`src/rtl/vend_pkg.sv`:
```
// Shared definitions for the multi-product vending controller.
// Holds the coin codes, the code-to-units conversion, the greedy
// change-coin picker and the controller state encoding.
package vend_pkg;

    localparam logic [1:0] COIN_1  = 2'd0;
    localparam logic [1:0] COIN_2  = 2'd1;
    localparam logic [1:0] COIN_5  = 2'd2;
    localparam logic [1:0] COIN_10 = 2'd3;

    typedef enum logic [1:0] {
        IDLE,
        PAY,
        VEND,
        CHANGE
    } state_t;

    function automatic logic [3:0] coin_value(input logic [1:0] code);
        logic [3:0] v;
        v = 4'd1;
        case (code)
            COIN_1:  v = 4'd1;
            COIN_2:  v = 4'd2;
            COIN_5:  v = 4'd5;
            COIN_10: v = 4'd10;
            default: v = 4'd1;
        endcase
        return v;
    endfunction

    // Largest coin not exceeding amt (amt is assumed non-zero by callers).
    function automatic logic [1:0] greedy_coin(input logic [15:0] amt);
        logic [1:0] c;
        if (amt >= 16'd10)     c = COIN_10;
        else if (amt >= 16'd5) c = COIN_5;
        else if (amt >= 16'd2) c = COIN_2;
        else                   c = COIN_1;
        return c;
    endfunction

endpackage

```
`src/rtl/vend_change_gen.sv`:
```
// Greedy change serialiser: loads an amount, then emits one coin per
// cycle (largest coin <= remainder) until the remainder is zero.
// Ports: clk, rst (async, active-high), load/amount (start a payout),
//        chg_valid/chg_coin (registered coin output), done (remainder 0).
module vend_change_gen
    import vend_pkg::*;
#(
    parameter int BAL_W = 8
) (
    input  logic             clk,
    input  logic             rst,
    input  logic             load,
    input  logic [BAL_W-1:0] amount,
    output logic             chg_valid,
    output logic [1:0]       chg_coin,
    output logic             done
);

    logic [BAL_W-1:0] rem;
    logic [1:0]       code;

    always_comb code = greedy_coin(16'(rem));

    always_ff @(posedge clk or posedge rst) begin
        if (rst) begin
            rem       <= '0;
            chg_valid <= 1'b0;
            chg_coin  <= COIN_1;
        end else if (load) begin
            rem       <= amount;
            chg_valid <= 1'b0;
        end else if (rem != '0) begin
            chg_valid <= 1'b1;
            chg_coin  <= code;
            rem       <= rem - BAL_W'(coin_value(code));
        end else begin
            chg_valid <= 1'b0;
        end
    end

    assign done = (rem == '0);

endmodule

```
`src/rtl/vend_ctrl_multi.sv`:
```
// Multi-product vending controller: product select, 4-denomination coin
// acceptance, purchase with serial change payout, cancel/timeout refund,
// per-product stock with restock, and a clearable sales total.
// Ports: clk, rst (async, active-high); coin_valid/coin_type, sel_valid/
//        sel_idx, confirm, cancel, restock_valid/idx/qty, clr_total in;
//        coin_reject, vend_valid/vend_idx, chg_valid/chg_coin, alarm,
//        busy, balance, price_o, total, stock_o out (all registered).
module vend_ctrl_multi
    import vend_pkg::*;
#(
    parameter int                      N_PROD      = 4,
    parameter int                      BAL_W       = 8,
    parameter int                      STOCK_W     = 4,
    parameter int                      INIT_STOCK  = 5,
    parameter logic [N_PROD*BAL_W-1:0] PRICES      = {8'd10, 8'd5, 8'd2, 8'd1},
    parameter int                      TOTAL_W     = 16,
    parameter int                      TIMEOUT_CYC = 1000
) (
    input  logic                      clk,
    input  logic                      rst,
    input  logic                      coin_valid,
    input  logic [1:0]                coin_type,
    input  logic                      sel_valid,
    input  logic [3:0]                sel_idx,
    input  logic                      confirm,
    input  logic                      cancel,
    input  logic                      restock_valid,
    input  logic [3:0]                restock_idx,
    input  logic [STOCK_W-1:0]        restock_qty,
    input  logic                      clr_total,
    output logic                      coin_reject,
    output logic                      vend_valid,
    output logic [3:0]                vend_idx,
    output logic                      chg_valid,
    output logic [1:0]                chg_coin,
    output logic                      alarm,
    output logic                      busy,
    output logic [BAL_W-1:0]          balance,
    output logic [BAL_W-1:0]          price_o,
    output logic [TOTAL_W-1:0]        total,
    output logic [N_PROD*STOCK_W-1:0] stock_o
);

    localparam int TW = (TIMEOUT_CYC > 1) ? $clog2(TIMEOUT_CYC + 1) : 1;

    state_t             state, state_n;
    logic [3:0]         idx, idx_n;
    logic [TW-1:0]      tmo, tmo_n;
    logic [BAL_W-1:0]   balance_n, price_n, sel_price, gen_amount;
    logic [TOTAL_W-1:0] total_n;
    logic [STOCK_W-1:0] stock   [N_PROD];
    logic [STOCK_W-1:0] stock_n [N_PROD];
    logic [BAL_W:0]     coin_sum;
    logic [3:0]         vend_idx_n;
    logic               coin_reject_n, vend_valid_n, alarm_n, busy_n;
    logic               sel_ok, sale, gen_load, gen_done;

    vend_change_gen #(.BAL_W(BAL_W)) u_chg (
        .clk       (clk),
        .rst       (rst),
        .load      (gen_load),
        .amount    (gen_amount),
        .chg_valid (chg_valid),
        .chg_coin  (chg_coin),
        .done      (gen_done)
    );

    always_ff @(posedge clk or posedge rst) begin
        if (rst) begin
            state       <= IDLE;
            idx         <= '0;
            tmo         <= '0;
            balance     <= '0;
            price_o     <= '0;
            total       <= '0;
            coin_reject <= 1'b0;
            vend_valid  <= 1'b0;
            vend_idx    <= '0;
            alarm       <= 1'b0;
            busy        <= 1'b0;
            for (int unsigned i = 0; i < N_PROD; i++) stock[i] <= STOCK_W'(INIT_STOCK);
        end else begin
            state       <= state_n;
            idx         <= idx_n;
            tmo         <= tmo_n;
            balance     <= balance_n;
            price_o     <= price_n;
            total       <= total_n;
            coin_reject <= coin_reject_n;
            vend_valid  <= vend_valid_n;
            vend_idx    <= vend_idx_n;
            alarm       <= alarm_n;
            busy        <= busy_n;
            for (int unsigned i = 0; i < N_PROD; i++) stock[i] <= stock_n[i];
        end
    end

    // Index compares instead of direct array indexing keep out-of-range
    // selects harmless for any N_PROD.
    always_comb begin
        sel_ok    = 1'b0;
        sel_price = '0;
        for (int unsigned i = 0; i < N_PROD; i++) begin
            if (4'(i) == sel_idx) begin
                sel_ok    = (stock[i] != '0);
                sel_price = PRICES[i*BAL_W +: BAL_W];
            end
        end
    end

    always_comb coin_sum = {1'b0, balance} + (BAL_W+1)'(coin_value(coin_type));

    always_comb begin
        state_n       = state;
        idx_n         = idx;
        tmo_n         = tmo;
        balance_n     = balance;
        price_n       = price_o;
        total_n       = clr_total ? '0 : total;
        coin_reject_n = 1'b0;
        vend_valid_n  = 1'b0;
        vend_idx_n    = vend_idx;
        alarm_n       = 1'b0;
        sale          = 1'b0;
        gen_load      = 1'b0;
        gen_amount    = balance;
        case (state)
            IDLE: begin
                if (sel_valid) begin
                    if (sel_ok) begin
                        idx_n   = sel_idx;
                        price_n = sel_price;
                        tmo_n   = '0;
                        state_n = PAY;
                    end else begin
                        alarm_n = 1'b1;
                    end
                end
                if (coin_valid) coin_reject_n = 1'b1;
            end
            PAY: begin
                tmo_n = tmo + TW'(1);
                if (cancel) begin
                    state_n  = CHANGE;
                    gen_load = 1'b1;
                end else if (coin_valid) begin
                    tmo_n = '0;
                    if (coin_sum[BAL_W]) coin_reject_n = 1'b1;
                    else                 balance_n     = coin_sum[BAL_W-1:0];
                end else if (confirm) begin
                    if (balance >= price_o) state_n = VEND;
                    else                    alarm_n = 1'b1;
                end else if (tmo >= TW'(TIMEOUT_CYC - 1)) begin
                    state_n  = CHANGE;
                    gen_load = 1'b1;
                end
            end
            VEND: begin
                vend_valid_n = 1'b1;
                vend_idx_n   = idx;
                sale         = 1'b1;
                balance_n    = balance - price_o;
                total_n      = total_n + TOTAL_W'(price_o);
                gen_load     = 1'b1;
                gen_amount   = balance - price_o;
                state_n      = CHANGE;
                if (coin_valid) coin_reject_n = 1'b1;
            end
            CHANGE: begin
                // balance mirrors the serialiser's remainder coin by coin
                if (gen_done) begin
                    state_n = IDLE;
                    price_n = '0;
                end else begin
                    balance_n = balance - BAL_W'(coin_value(greedy_coin(16'(balance))));
                end
            end
            default: state_n = IDLE;
        endcase
        busy_n = (state_n != IDLE);
    end

    // Vend decrement first, then restock add with saturation.
    always_comb begin
        for (int unsigned i = 0; i < N_PROD; i++) begin
            logic [STOCK_W-1:0] s;
            logic [STOCK_W:0]   sum;
            s   = stock[i];
            sum = '0;
            if (sale && (4'(i) == idx)) s = s - STOCK_W'(1);
            if (restock_valid && (4'(i) == restock_idx)) begin
                sum = {1'b0, s} + {1'b0, restock_qty};
                s   = sum[STOCK_W] ? '1 : sum[STOCK_W-1:0];
            end
            stock_n[i] = s;
        end
    end

    always_comb begin
        for (int unsigned i = 0; i < N_PROD; i++) stock_o[i*STOCK_W +: STOCK_W] = stock[i];
    end

endmodule

```
`config.mk`:
```
export PLATFORM = sky130hd
export DESIGN_NAME = vend_ctrl_multi
export DESIGN_NICKNAME = d
export VERILOG_FILES = /design/src/rtl/vend_pkg.sv /design/src/rtl/vend_change_gen.sv /design/src/rtl/vend_ctrl_multi.sv
export SDC_FILE = /design/constraint.sdc
export NUM_CORES = 1
export LEC_CHECK = 0
export BUFFER_PORTS_ARGS = -buffer_cell sky130_fd_sc_hd__buf_2
export CORE_UTILIZATION = 62
export DETAILED_ROUTE_END_ITERATION = 10
export PLACE_DENSITY = 0.81
export SLEW_MARGIN = 20
export SYNTH_ARGS = -nofsm -noshare
export SYNTH_HDL_FRONTEND = slang
export SYNTH_HIERARCHICAL = 1
export SYNTH_SLANG_ARGS = --single-unit
```
`constraint.sdc`:
```
create_clock -name clk -period 5.2 [get_ports clk]
set_clock_uncertainty 0.2 [all_clocks]
set_input_delay 0.52 -clock clk [delete_from_list [all_inputs] [get_ports clk]]
set_output_delay 0.52 -clock clk [all_outputs]
set_load 0.05 [all_outputs]
```
Yosys cells after proc, flatten, opt, wreduce, memory -nomap -nowiden
Cells that the tools add are included.

word-level totals
  register bits = 83
  input port bits = 22
  output and inout port bits = 59
  word-level logic and storage cells = 184

operators by class
  add/sub/neg operators = 14
  order comparisons = 8
  eq/ne operators = 28
  mux-type cells = 83
  bitwise logic cells = 1
  reduce and logical (&&, ||, !) cells = 32

operators with widths
  operator                                                                              number
  8-bit 2-to-1 mux                                                                      13
  4-bit 2-to-1 mux                                                                      16
  4-bit case mux with 4 select lines                                                    3
  10-bit 2-to-1 mux                                                                     4
  16-bit 2-to-1 mux                                                                     2
  2-bit 2-to-1 mux                                                                      14
  2-bit by 4-bit == test with 1-bit output (first input constant)                       6
  1-bit 2-to-1 mux                                                                      24
  8-bit case mux with 3 select lines                                                    1
  4-bit by 4-bit adder with 5-bit output                                                4
  10-bit case mux with 2 select lines                                                   1
  16-bit by 8-bit adder with 16-bit output                                              1
  2-bit == test (second input constant)                                                 8
  8-bit by 2-bit greater-or-equal comparator with 1-bit output (second input constant)  2
  8-bit by 3-bit greater-or-equal comparator with 1-bit output (second input constant)  2
  8-bit by 4-bit greater-or-equal comparator with 1-bit output (second input constant)  2
  8-bit case mux with 2 select lines                                                    1
  4-bit nonzero test                                                                    4
  4-bit by 1-bit subtractor with 4-bit output (second input constant)                   4
  8-bit by 4-bit subtractor with 8-bit output                                           2
  2-bit != test (second input constant)                                                 7
  1-bit by 4-bit == test with 1-bit output (first input constant)                       3
  4-bit zero test                                                                       3
  10-bit by 1-bit adder with 10-bit output (second input constant)                      1
  other kinds (19)                                                                      38

Longest topological paths before layout
Gate-level depths: netlist (run 1).

  depth in word-level cells = 13
  depth in mapped cells = 15
  gate-level depth less buffers = 14

Modules after synthesis
Netlist (run 1), hierarchy kept.

by module, submodules not included
  module           times used  cells each  area an instance (um2)  seq. area each (um2)
  vend_ctrl_multi  1           573         5097.4                  1711.6
  vend_change_gen  1           79          735.7                   275.3

Worst setup path after synthesis (run 1)
Ideal clock, no wire load.

  path type = flip-flop to flip-flop
  start = reg state[0]
  end = reg stock, in the netlist stock_o[1]
  setup time = 121 ps
  data arrival time = 3143 ps
  required time = 4879 ps
  slack = 1735 ps
  cell stages (with the launch flop) = 14
  path buffers = 1
  period minus slack after synthesis = 3465 ps
  path through = dfrtp_1 inv_1 ha_1 clkbuf_1 nor3b_1 nor2b_1 nor2b_1 xnor2_1 ha_1 fa_1 a21oi_1 nor2b_1 or3_1 o22a_1

RTL lines
  element                 RTL line               text
  from (decl)             vend_ctrl_multi.sv:46  state_t state, state_n;
  from (signal assigned)  vend_ctrl_multi.sv:83  state <= state_n;
  to (decl)               vend_ctrl_multi.sv:51  logic [STOCK_W-1:0] stock [N_PROD];

==> metrics.txt, run 1 <==
# TYPE chip_impl_metric gauge
chip_impl_metric{name="post_synth_inst_count",unit=""} 652
chip_impl_metric{name="netlist-cell-type-count",unit=""} 80
chip_impl_metric{name="layout-area-overhead-vs-synth",unit="%"} 11.71
chip_impl_metric{name="area_of_the_multi_input_gates",unit="mm^2"} 0.003567
chip_impl_info{name="status",value="finished, final reports clean"} 1
chip_impl_metric{name="antenna_violations_before_repair",unit=""} 0
chip_impl_info{name="rsz0062_at_grt",value="false"} 1
chip_impl_metric{name="vias_per_cell",unit=""} 6.137
chip_impl_metric{name="antenna_left",unit=""} 0
chip_impl_metric{name="grt_max_degree",unit=""} 69
chip_impl_info{name="startpoint_of_the_worst_setup_timing_path",value="state[0]"} 1
chip_impl_metric{name="track_usage",unit="%"} 28.75
chip_impl_metric{name="number_of_buffers_inserted_by_port_buffering",unit=""} 76
chip_impl_metric{name="worstPathMaxFanout",unit=""} 5
chip_impl_metric{name="tightest_slew",unit="ns"} 0.8769
chip_impl_metric{name="clkSinkCount",unit=""} 79
chip_impl_metric{name="numCtsBuffers",unit=""} 9
chip_impl_metric{name="grt_pass1_vias",unit=""} 4986
chip_impl_metric{name="hpwl",unit="um"} 10050
chip_impl_metric{name="postSynth.asyncResetShare",unit="%"} 100.0
chip_impl_metric{name="crit_required",unit="ns"} 5.25
chip_impl_metric{name="floorplan.die_area",unit="mm^2"} 0.009800
chip_impl_metric{name="pwr_density_cell",unit="mW/mm^2"} 621.4
chip_impl_metric{name="fmax",unit="GHz"} 0.2706
chip_impl_metric{name="max-clock-path-buffers",unit=""} 2
chip_impl_metric{name="timing.slew.headroom",unit="%"} 41.54
chip_impl_metric{name="postSynthRegisterBits",unit=""} 79
chip_impl_metric{name="place.gp.congestion",unit=""} 0.9013
chip_impl_metric{name="route.detailed.drc",unit=""} 0
chip_impl_metric{name="gr-total-overflow",unit=""} 0
chip_impl_metric{name="num_vias",unit=""} 5149
chip_impl_metric{name="drt_pre_antenna_iters",unit=""} 5
chip_impl_metric{name="synth-seq-area-share",unit="%"} 34.06
chip_impl_metric{name="cap_viol_max_count",unit=""} 0
chip_impl_metric{name="first_iter_violations",unit=""} 233
chip_impl_metric{name="cts.clk_slew.worst_paths",unit="ns"} 0.09
chip_impl_metric{name="synth_warnings",unit=""} 6
chip_impl_info{name="r2r_start",value="state[0]"} 1
chip_impl_metric{name="die_y",unit="um"} 99.00
chip_impl_metric{name="fillers",unit=""} 719
chip_impl_metric{name="seqCellArea",unit="mm^2"} 0.001987
chip_impl_info{name="tritoncts",value="done"} 1
chip_impl_metric{name="setup_viol_count_final",unit=""} 0
chip_impl_metric{name="effective_utilization_at_floorplan",unit="%"} 63.43
chip_impl_metric{name="timing.setup.tns",unit="ns"} 0
chip_impl_metric{name="finish.cell_count_without_fillers",unit=""} 839
chip_impl_metric{name="num-nets-final",unit=""} 800
chip_impl_metric{name="die_width",unit="um"} 99.00
chip_impl_metric{name="wl",unit="um"} 13600
chip_impl_metric{name="drt-wirelength-per-cell",unit="um"} 16.21
chip_impl_metric{name="placed_cells",unit=""} 822
chip_impl_metric{name="crit_path_dat",unit="ns"} 3.75
chip_impl_metric{name="num_io_pins",unit=""} 81
chip_impl_metric{name="fp.coreArea",unit="mm^2"} 0.009196
chip_impl_metric{name="final_min_period_over_clock_period",unit="%"} 71.06
chip_impl_metric{name="finalMaxSlewViolations",unit=""} 0
chip_impl_metric{name="power.static_leakage",unit="nW"} 3.000
chip_impl_metric{name="post-route-min-period",unit="ns"} 3.695
chip_impl_metric{name="post-cts-setup-buffer-count",unit=""} 0
chip_impl_metric{name="clk-insertion-delay-late",unit="ns"} 0.36
chip_impl_info{name="startpoint_type",value="flip-flop"} 1
chip_impl_info{name="min-delay-start",value="sel_idx[1]"} 1
chip_impl_metric{name="layout_cells_sized_above_1",unit="%"} 18.82
chip_impl_metric{name="h_tree_levels",unit=""} 3
chip_impl_metric{name="placement_rows",unit=""} 35
chip_impl_metric{name="synthesis.area",unit="mm^2"} 0.005833
chip_impl_metric{name="antenna_diode_count",unit=""} 0
chip_impl_info{name="ys.flop_type",value="dfrtp_1"} 1
chip_impl_info{name="worst_hold_path_type",value="input port to flip-flop"} 1
chip_impl_info{name="crit_path_end_kind",value="flip-flop"} 1
chip_impl_metric{name="worst_ir_drop_vdd",unit="mV"} 0.4170
chip_impl_metric{name="synth_edf_count",unit=""} 0
chip_impl_metric{name="grt_pass1_wl",unit="um"} 22600
chip_impl_info{name="timing_worst_setup_path_type",value="flip-flop to flip-flop"} 1
chip_impl_metric{name="finalHoldViolCount",unit=""} 0
chip_impl_info{name="cts_root_buffer",value="clkbuf_8"} 1
chip_impl_metric{name="syn_avg_cell_area",unit="um^2"} 8.946
cell type report:
| type | instances | share of cell area, % |
|---|---|---|
| clock buffers | 9 | 1.901 |
| multi-input cells | 503 | 54.74 |
| flip-flops and latches | 79 | 30.49 |
| clock inverters | 7 | 1.574 |
| repair buffers | 79 | 6.221 |
| well taps | 111 | 2.131 |
| inverters | 51 | 2.938 |
repair_timing:
action / CTS / global route
resized for setup: 0 / 0
hold buffers: 1 / 0
endpoints found under the hold margin: 11 / 0
endpoints found under the setup margin: 0 / 0
cells in the mapped netlist (5+ instances only):
library cell / n / area [um^2]
nand3_1: 15 / 75.07
mux2_2: 9 / 101.4
a21oi_1: 38 / 190.2
o21ai_1: 5 / 25.02
a22oi_1: 5 / 37.54
xnor2_1: 29 / 254.0
inv_1: 50 / 187.7
or3_1: 9 / 56.30
clkbuf_1: 15 / 56.30
nand4_1: 8 / 50.05
o21a_1: 6 / 45.04
and2_1: 5 / 31.28
xor2_1: 12 / 105.1
nor3_1: 14 / 70.07
dfrtp_1: 71 / 1777
nor2_1: 53 / 198.9
ha_1: 46 / 575.6
nand2_1: 53 / 198.9
o211ai_1: 7 / 52.55
nand2b_1: 16 / 100.1
o21ai_0: 39 / 195.2
a21o_1: 12 / 90.09
and3_1: 8 / 50.05
nor2b_1: 20 / 125.1
fa_1: 9 / 180.2
dfstp_2: 8 / 210.2
kinds of logic after synthesis:
group / count (synthesis) / share of synthesized area (%)
and+or+nand+nor: 227 / 20.21
AOI/OAI and AO/OA: 163 / 18.94
DFF: 79 / 34.06
buffers and inverters: 73 / 4.976
adders and majority gates: 55 / 12.96
xor gates and xnor gates: 41 / 6.156
muxes: 13 / 2.638
other: 1 / 0.06429
per-layer routing:
metal,global-route usage (%),wire [um]
met1,36.79,5866
met2,49.27,6744
met3,5.248,683
met4,9.414,308
met5,0,0
cells in the final DEF, fill, tap and decap left out, types with 20 or more instances in the layout:
| cell type | instances |
|---|---|
| a21oi_1 | 38 |
| buf_2 | 76 |
| dfrtp_1 | 71 |
| ha_1 | 46 |
| inv_1 | 49 |
| nand2_1 | 53 |
| nor2_1 | 53 |
| nor2b_1 | 20 |
| o21ai_0 | 39 |
| xnor2_1 | 29 |
where the power goes:
| part | switching [mW] | internal, mW | total (mW) | leakage (nW) |
|---|---|---|---|---|
| clock | 0.257 | 0.276 | 0.534 | 0.111 |
| combinational | 1.55 | 0.886 | 2.44 | 1.91 |
| sequential | 0.256 | 0.824 | 1.08 | 0.981 |
| total | 2.06 | 1.99 | 4.05 | 3.00 |
registers in the layout (all words and copies together), names as in the netlist:
register	cells
stock_o	16
total	16
tmo	10
balance	8
u_chg/rem	8
idx	4
price_o	4
vend_idx	4
state	2
u_chg/chg_coin	2
alarm	1
busy	1
coin_reject	1
u_chg/chg_valid	1
vend_valid	1
metrics by stage:
| stage | hold slack [ns] | instance area (um^2) | setup slack (ns) | total power, mW | util (%) |
|---|---|---|---|---|---|
| final | 0.2448 | 6516 | 1.505 | 4.050 | 70.86 |
| after global routing | 0.2449 | 6516 | 1.234 | 4.342 | 70.86 |
| after CTS | 0.2276 | 6516 | 1.543 | 4.040 | 70.86 |
| after detailed placement | 0.2695 | 6280 | 1.589 | 3.487 | 68.29 |
| after global placement | 0.2586 | 6280 | 1.779 | 3.383 | 68.29 |
| after floorplan | 0.1724 | 5844 | 1.735 | 2.960 | - |
worst max-delay path: stages, from the launching register on:
cell and delay, ns:
dfrtp_1 0.42, inv_1 0.13, ha_1 0.18, nor3b_1 0.37
nor2b_1 0.26, nor2b_1 0.38, xnor2_1 0.16, ha_1 0.24
fa_1 0.41, a21oi_1 0.19, nor2b_1 0.08, or3_1 0.34
o22a_1 0.21
final timing paths:
check,cells after the start,to,slack (ns)
worst max-delay path,12,stock_o[1],1.51
worst min register to register,1,total[15],0.29
worst max register to register,12,stock_o[1],1.51
worst min-delay path,2,idx[1],0.24
min in group asynchronous,3,u_chg/chg_valid,0.51
max in group asynchronous,4,tmo[9],3.46
No activity file was read; power rests on OpenSTA's default activity.
==> run 2: changes to the inputs <==
--- a/config.mk
+++ b/config.mk
@@ -6,9 +6,9 @@
 export NUM_CORES = 1
 export LEC_CHECK = 0
 export BUFFER_PORTS_ARGS = -buffer_cell sky130_fd_sc_hd__buf_2
-export CORE_UTILIZATION = 62
+export CORE_UTILIZATION = 59
 export DETAILED_ROUTE_END_ITERATION = 10
-export PLACE_DENSITY = 0.81
+export PLACE_DENSITY = 0.78
 export SLEW_MARGIN = 20
 export SYNTH_ARGS = -nofsm -noshare
 export SYNTH_HDL_FRONTEND = slang
==> constraint.sdc (replaced) <==
create_clock -name clk -period 3.7 [get_ports clk]
set_clock_uncertainty 0.2 [all_clocks]
set_input_delay 0.37 -clock clk [delete_from_list [all_inputs] [get_ports clk]]
set_output_delay 0.37 -clock clk [all_outputs]
set_load 0.05 [all_outputs]
==> run 2 against run 1 <==
Compared with the run above: final area is 0.48% higher; wire length is 2.7% lower; maximum frequency is 7.7% higher; worst hold slack worse by 0.15 ns; largest cell class unchanged; largest power group unchanged.
==> metrics.txt, run 2 (synthesis gave the netlist of run 1 again) <==
# TYPE chip_impl_metric gauge
chip_impl_info{name="status",value="finished, final reports clean"} 1
chip_impl_info{name="startpoint_of_the_worst_setup_timing_path",value="state[0]"} 1
chip_impl_info{name="mostFrequentLayoutCells",value="buf_2 (76), dfrtp_1 (71), nand2_1 (53), nor2_1 (53), inv_1 (49)"} 1
chip_impl_metric{name="post-route-min-period",unit="ns"} 3.431
chip_impl_metric{name="finalHoldViolCount",unit=""} 0
chip_impl_metric{name="rrSetupSlack",unit="ns"} 0.27
chip_impl_metric{name="number_of_buffers_inserted_by_port_buffering",unit=""} 76
chip_impl_metric{name="cp_slowest_stage_delay",unit="ns"} 0.42
chip_impl_metric{name="final_min_period_over_clock_period",unit="%"} 92.73
chip_impl_metric{name="num-nets-final",unit=""} 804
chip_impl_metric{name="finalInstanceArea",unit="mm^2"} 0.006548
chip_impl_metric{name="num_io_pins",unit=""} 81
chip_impl_metric{name="timing.setup.tns",unit="ns"} 0
chip_impl_metric{name="crit_required",unit="ns"} 3.74
chip_impl_metric{name="grt_pass1_wl",unit="um"} 22200
chip_impl_metric{name="hpwl",unit="um"} 10080
chip_impl_metric{name="layout-area-overhead-vs-synth",unit="%"} 12.25
chip_impl_metric{name="finish.cell_count_without_fillers",unit=""} 861
chip_impl_metric{name="pwr_density_cell",unit="mW/mm^2"} 855.9
chip_impl_metric{name="wl",unit="um"} 13230
chip_impl_metric{name="worst_ir_drop_vdd",unit="mV"} 0.4754
chip_impl_metric{name="grt_max_degree",unit=""} 37
chip_impl_metric{name="antenna_left",unit=""} 0
chip_impl_info{name="crit_path_end_kind",value="flip-flop"} 1
chip_impl_metric{name="clkSinkCount",unit=""} 79
chip_impl_metric{name="h_tree_levels",unit=""} 3
chip_impl_info{name="min-delay-start",value="sel_idx[1]"} 1
chip_impl_metric{name="power.total",unit="mW"} 5.604
chip_impl_metric{name="power.static_leakage",unit="nW"} 3.012
chip_impl_metric{name="place.gp.congestion",unit=""} 0.9224
chip_impl_metric{name="cts.clk_slew.worst_paths",unit="ns"} 0.09
chip_impl_info{name="rsz0062_at_grt",value="false"} 1
chip_impl_info{name="worst_hold_path_type",value="input port to flip-flop"} 1
chip_impl_metric{name="numCtsBuffers",unit=""} 9
chip_impl_info{name="cts_root_buffer",value="clkbuf_8"} 1
chip_impl_metric{name="first_iter_violations",unit=""} 221
chip_impl_metric{name="gr-total-overflow",unit=""} 0
chip_impl_metric{name="effective_utilization_at_floorplan",unit="%"} 61.95
chip_impl_metric{name="drt_pre_antenna_iters",unit=""} 5
chip_impl_info{name="timing_worst_setup_path_type",value="flip-flop to flip-flop"} 1
chip_impl_info{name="crit_chain",value="inv_1 > ha_1 > nor3b_1 > buf_4 > nand2_1 > nor2_1 > xnor2_1 > inv_1 > ha_1 > fa_1 > a21oi_1 > nor2b_1 > or3_1 > nor2_1 > a21oi_1"} 1
chip_impl_info{name="startpoint_type",value="flip-flop"} 1
chip_impl_metric{name="antenna_violations_before_repair",unit=""} 0
chip_impl_metric{name="drt-wirelength-per-cell",unit="um"} 15.37
chip_impl_metric{name="placement_rows",unit=""} 35
chip_impl_metric{name="layout_cells_sized_above_1",unit="%"} 19.40
chip_impl_metric{name="fmax",unit="GHz"} 0.2915
chip_impl_metric{name="placed_cells",unit=""} 844
chip_impl_metric{name="grt_pass1_vias",unit=""} 4891
chip_impl_metric{name="met1_length",unit="um"} 5788
chip_impl_metric{name="vias_per_cell",unit=""} 5.794
chip_impl_metric{name="die_width",unit="um"} 101.4
chip_impl_info{name="topRoutingLayerUsed",value="met4"} 1
chip_impl_metric{name="route.detailed.drc",unit=""} 0
chip_impl_metric{name="crit_path_dat",unit="ns"} 3.47
chip_impl_info{name="tritoncts",value="done"} 1
chip_impl_info{name="layout_commonest_cell",value="buf_2"} 1
chip_impl_metric{name="track_usage",unit="%"} 27.38
chip_impl_metric{name="antenna_diode_count",unit=""} 0
chip_impl_metric{name="floorplan.die_area",unit="mm^2"} 0.01029
chip_impl_metric{name="max-clock-path-buffers",unit=""} 2
chip_impl_metric{name="die_y",unit="um"} 101.4
chip_impl_metric{name="setup_viol_count_final",unit=""} 0
chip_impl_metric{name="fp.coreArea",unit="mm^2"} 0.009415
chip_impl_metric{name="clk-insertion-delay-late",unit="ns"} 0.35
chip_impl_metric{name="met3_length",unit="um"} 682
chip_impl_metric{name="wl_met2",unit="um"} 6437
chip_impl_metric{name="tightest_slew",unit="ns"} 0.7591
chip_impl_metric{name="timing.slew.headroom",unit="%"} 49.39
chip_impl_info{name="critical-path-slowest-cell",value="dfrtp_1"} 1
chip_impl_metric{name="post-cts-setup-buffer-count",unit=""} 0
chip_impl_metric{name="post_dp_cell_area",unit="mm^2"} 0.006332
chip_impl_metric{name="finalMaxSlewViolations",unit=""} 0
chip_impl_info{name="r2r_start",value="state[0]"} 1
chip_impl_metric{name="num_vias",unit=""} 4989
chip_impl_metric{name="worstPathMaxFanout",unit=""} 5
chip_impl_metric{name="cap_viol_max_count",unit=""} 0
run 2: what timing repair did:
item,CTS,global route
endpoints found under the hold margin,31,0
hold buffers,1,0
gates resized for setup,0,2
setup endpoints to repair,0,3
run 2: worst paths after layout:
| kind | endpoint | depth (start not counted) |
|---|---|---|
| worst max register to register | stock_o[9] | 15 |
| worst max-delay path | stock_o[9] | 15 |
| min in group asynchronous | u_chg/chg_valid | 3 |
| worst min-delay path | idx[1] | 2 |
| max in group asynchronous | stock_o[2] | 4 |
| worst min register to register | total[15] | 1 |
run 2: layer usage:
layer | track usage (%) | vias up
met1 | 34.25 | 2364
met2 | 47.15 | 148
met5 | 0 | -
li1 | - | 2446
met4 | 11.15 | 0
met3 | 4.555 | 31
run 2: cell type report:
cell class                      count  area [um^2]
Clock inverter                      5        57.56
Timing Repair Buffer               83        435.4
Clock buffer                       11        141.4
Inverter                           51        191.4
Tap cell                          129        161.4
Multi-Input combinational cell    503         3573
Fill cell                         726         2868
Sequential cell                    79         1987
run 2: where the power goes:
| group | total, mW | internal, mW | switching (mW) |
|---|---|---|---|
| logic | 3.43 | 1.26 | 2.17 |
| registers | 1.50 | 1.16 | 0.345 |
| clock network | 0.671 | 0.331 | 0.340 |
| total | 5.60 | 2.75 | 2.85 |
run 2: worst max-delay path, delay by kind of cell (launching register included):
kind                       cells  cell delay [ns]
DFF                            1             0.42
buffers and inverters          3             0.36
xor gates and xnor gates       1             0.20
and+or+nand+nor                6             1.16
adders and majority gates      3             0.78
AOI/OAI and AO/OA              2             0.20
run 2: stage by stage:
step                hold slack (ns)  worst slack [ns]  utilization, %
global route                0.09596           0.04390           69.54
finish                      0.09166            0.2690           69.54
global placement             0.1988            0.4256           67.26
floorplan                   0.02244            0.2354               -
detailed placement           0.2122            0.2692           67.26
CTS                         0.07861            0.2054           69.48
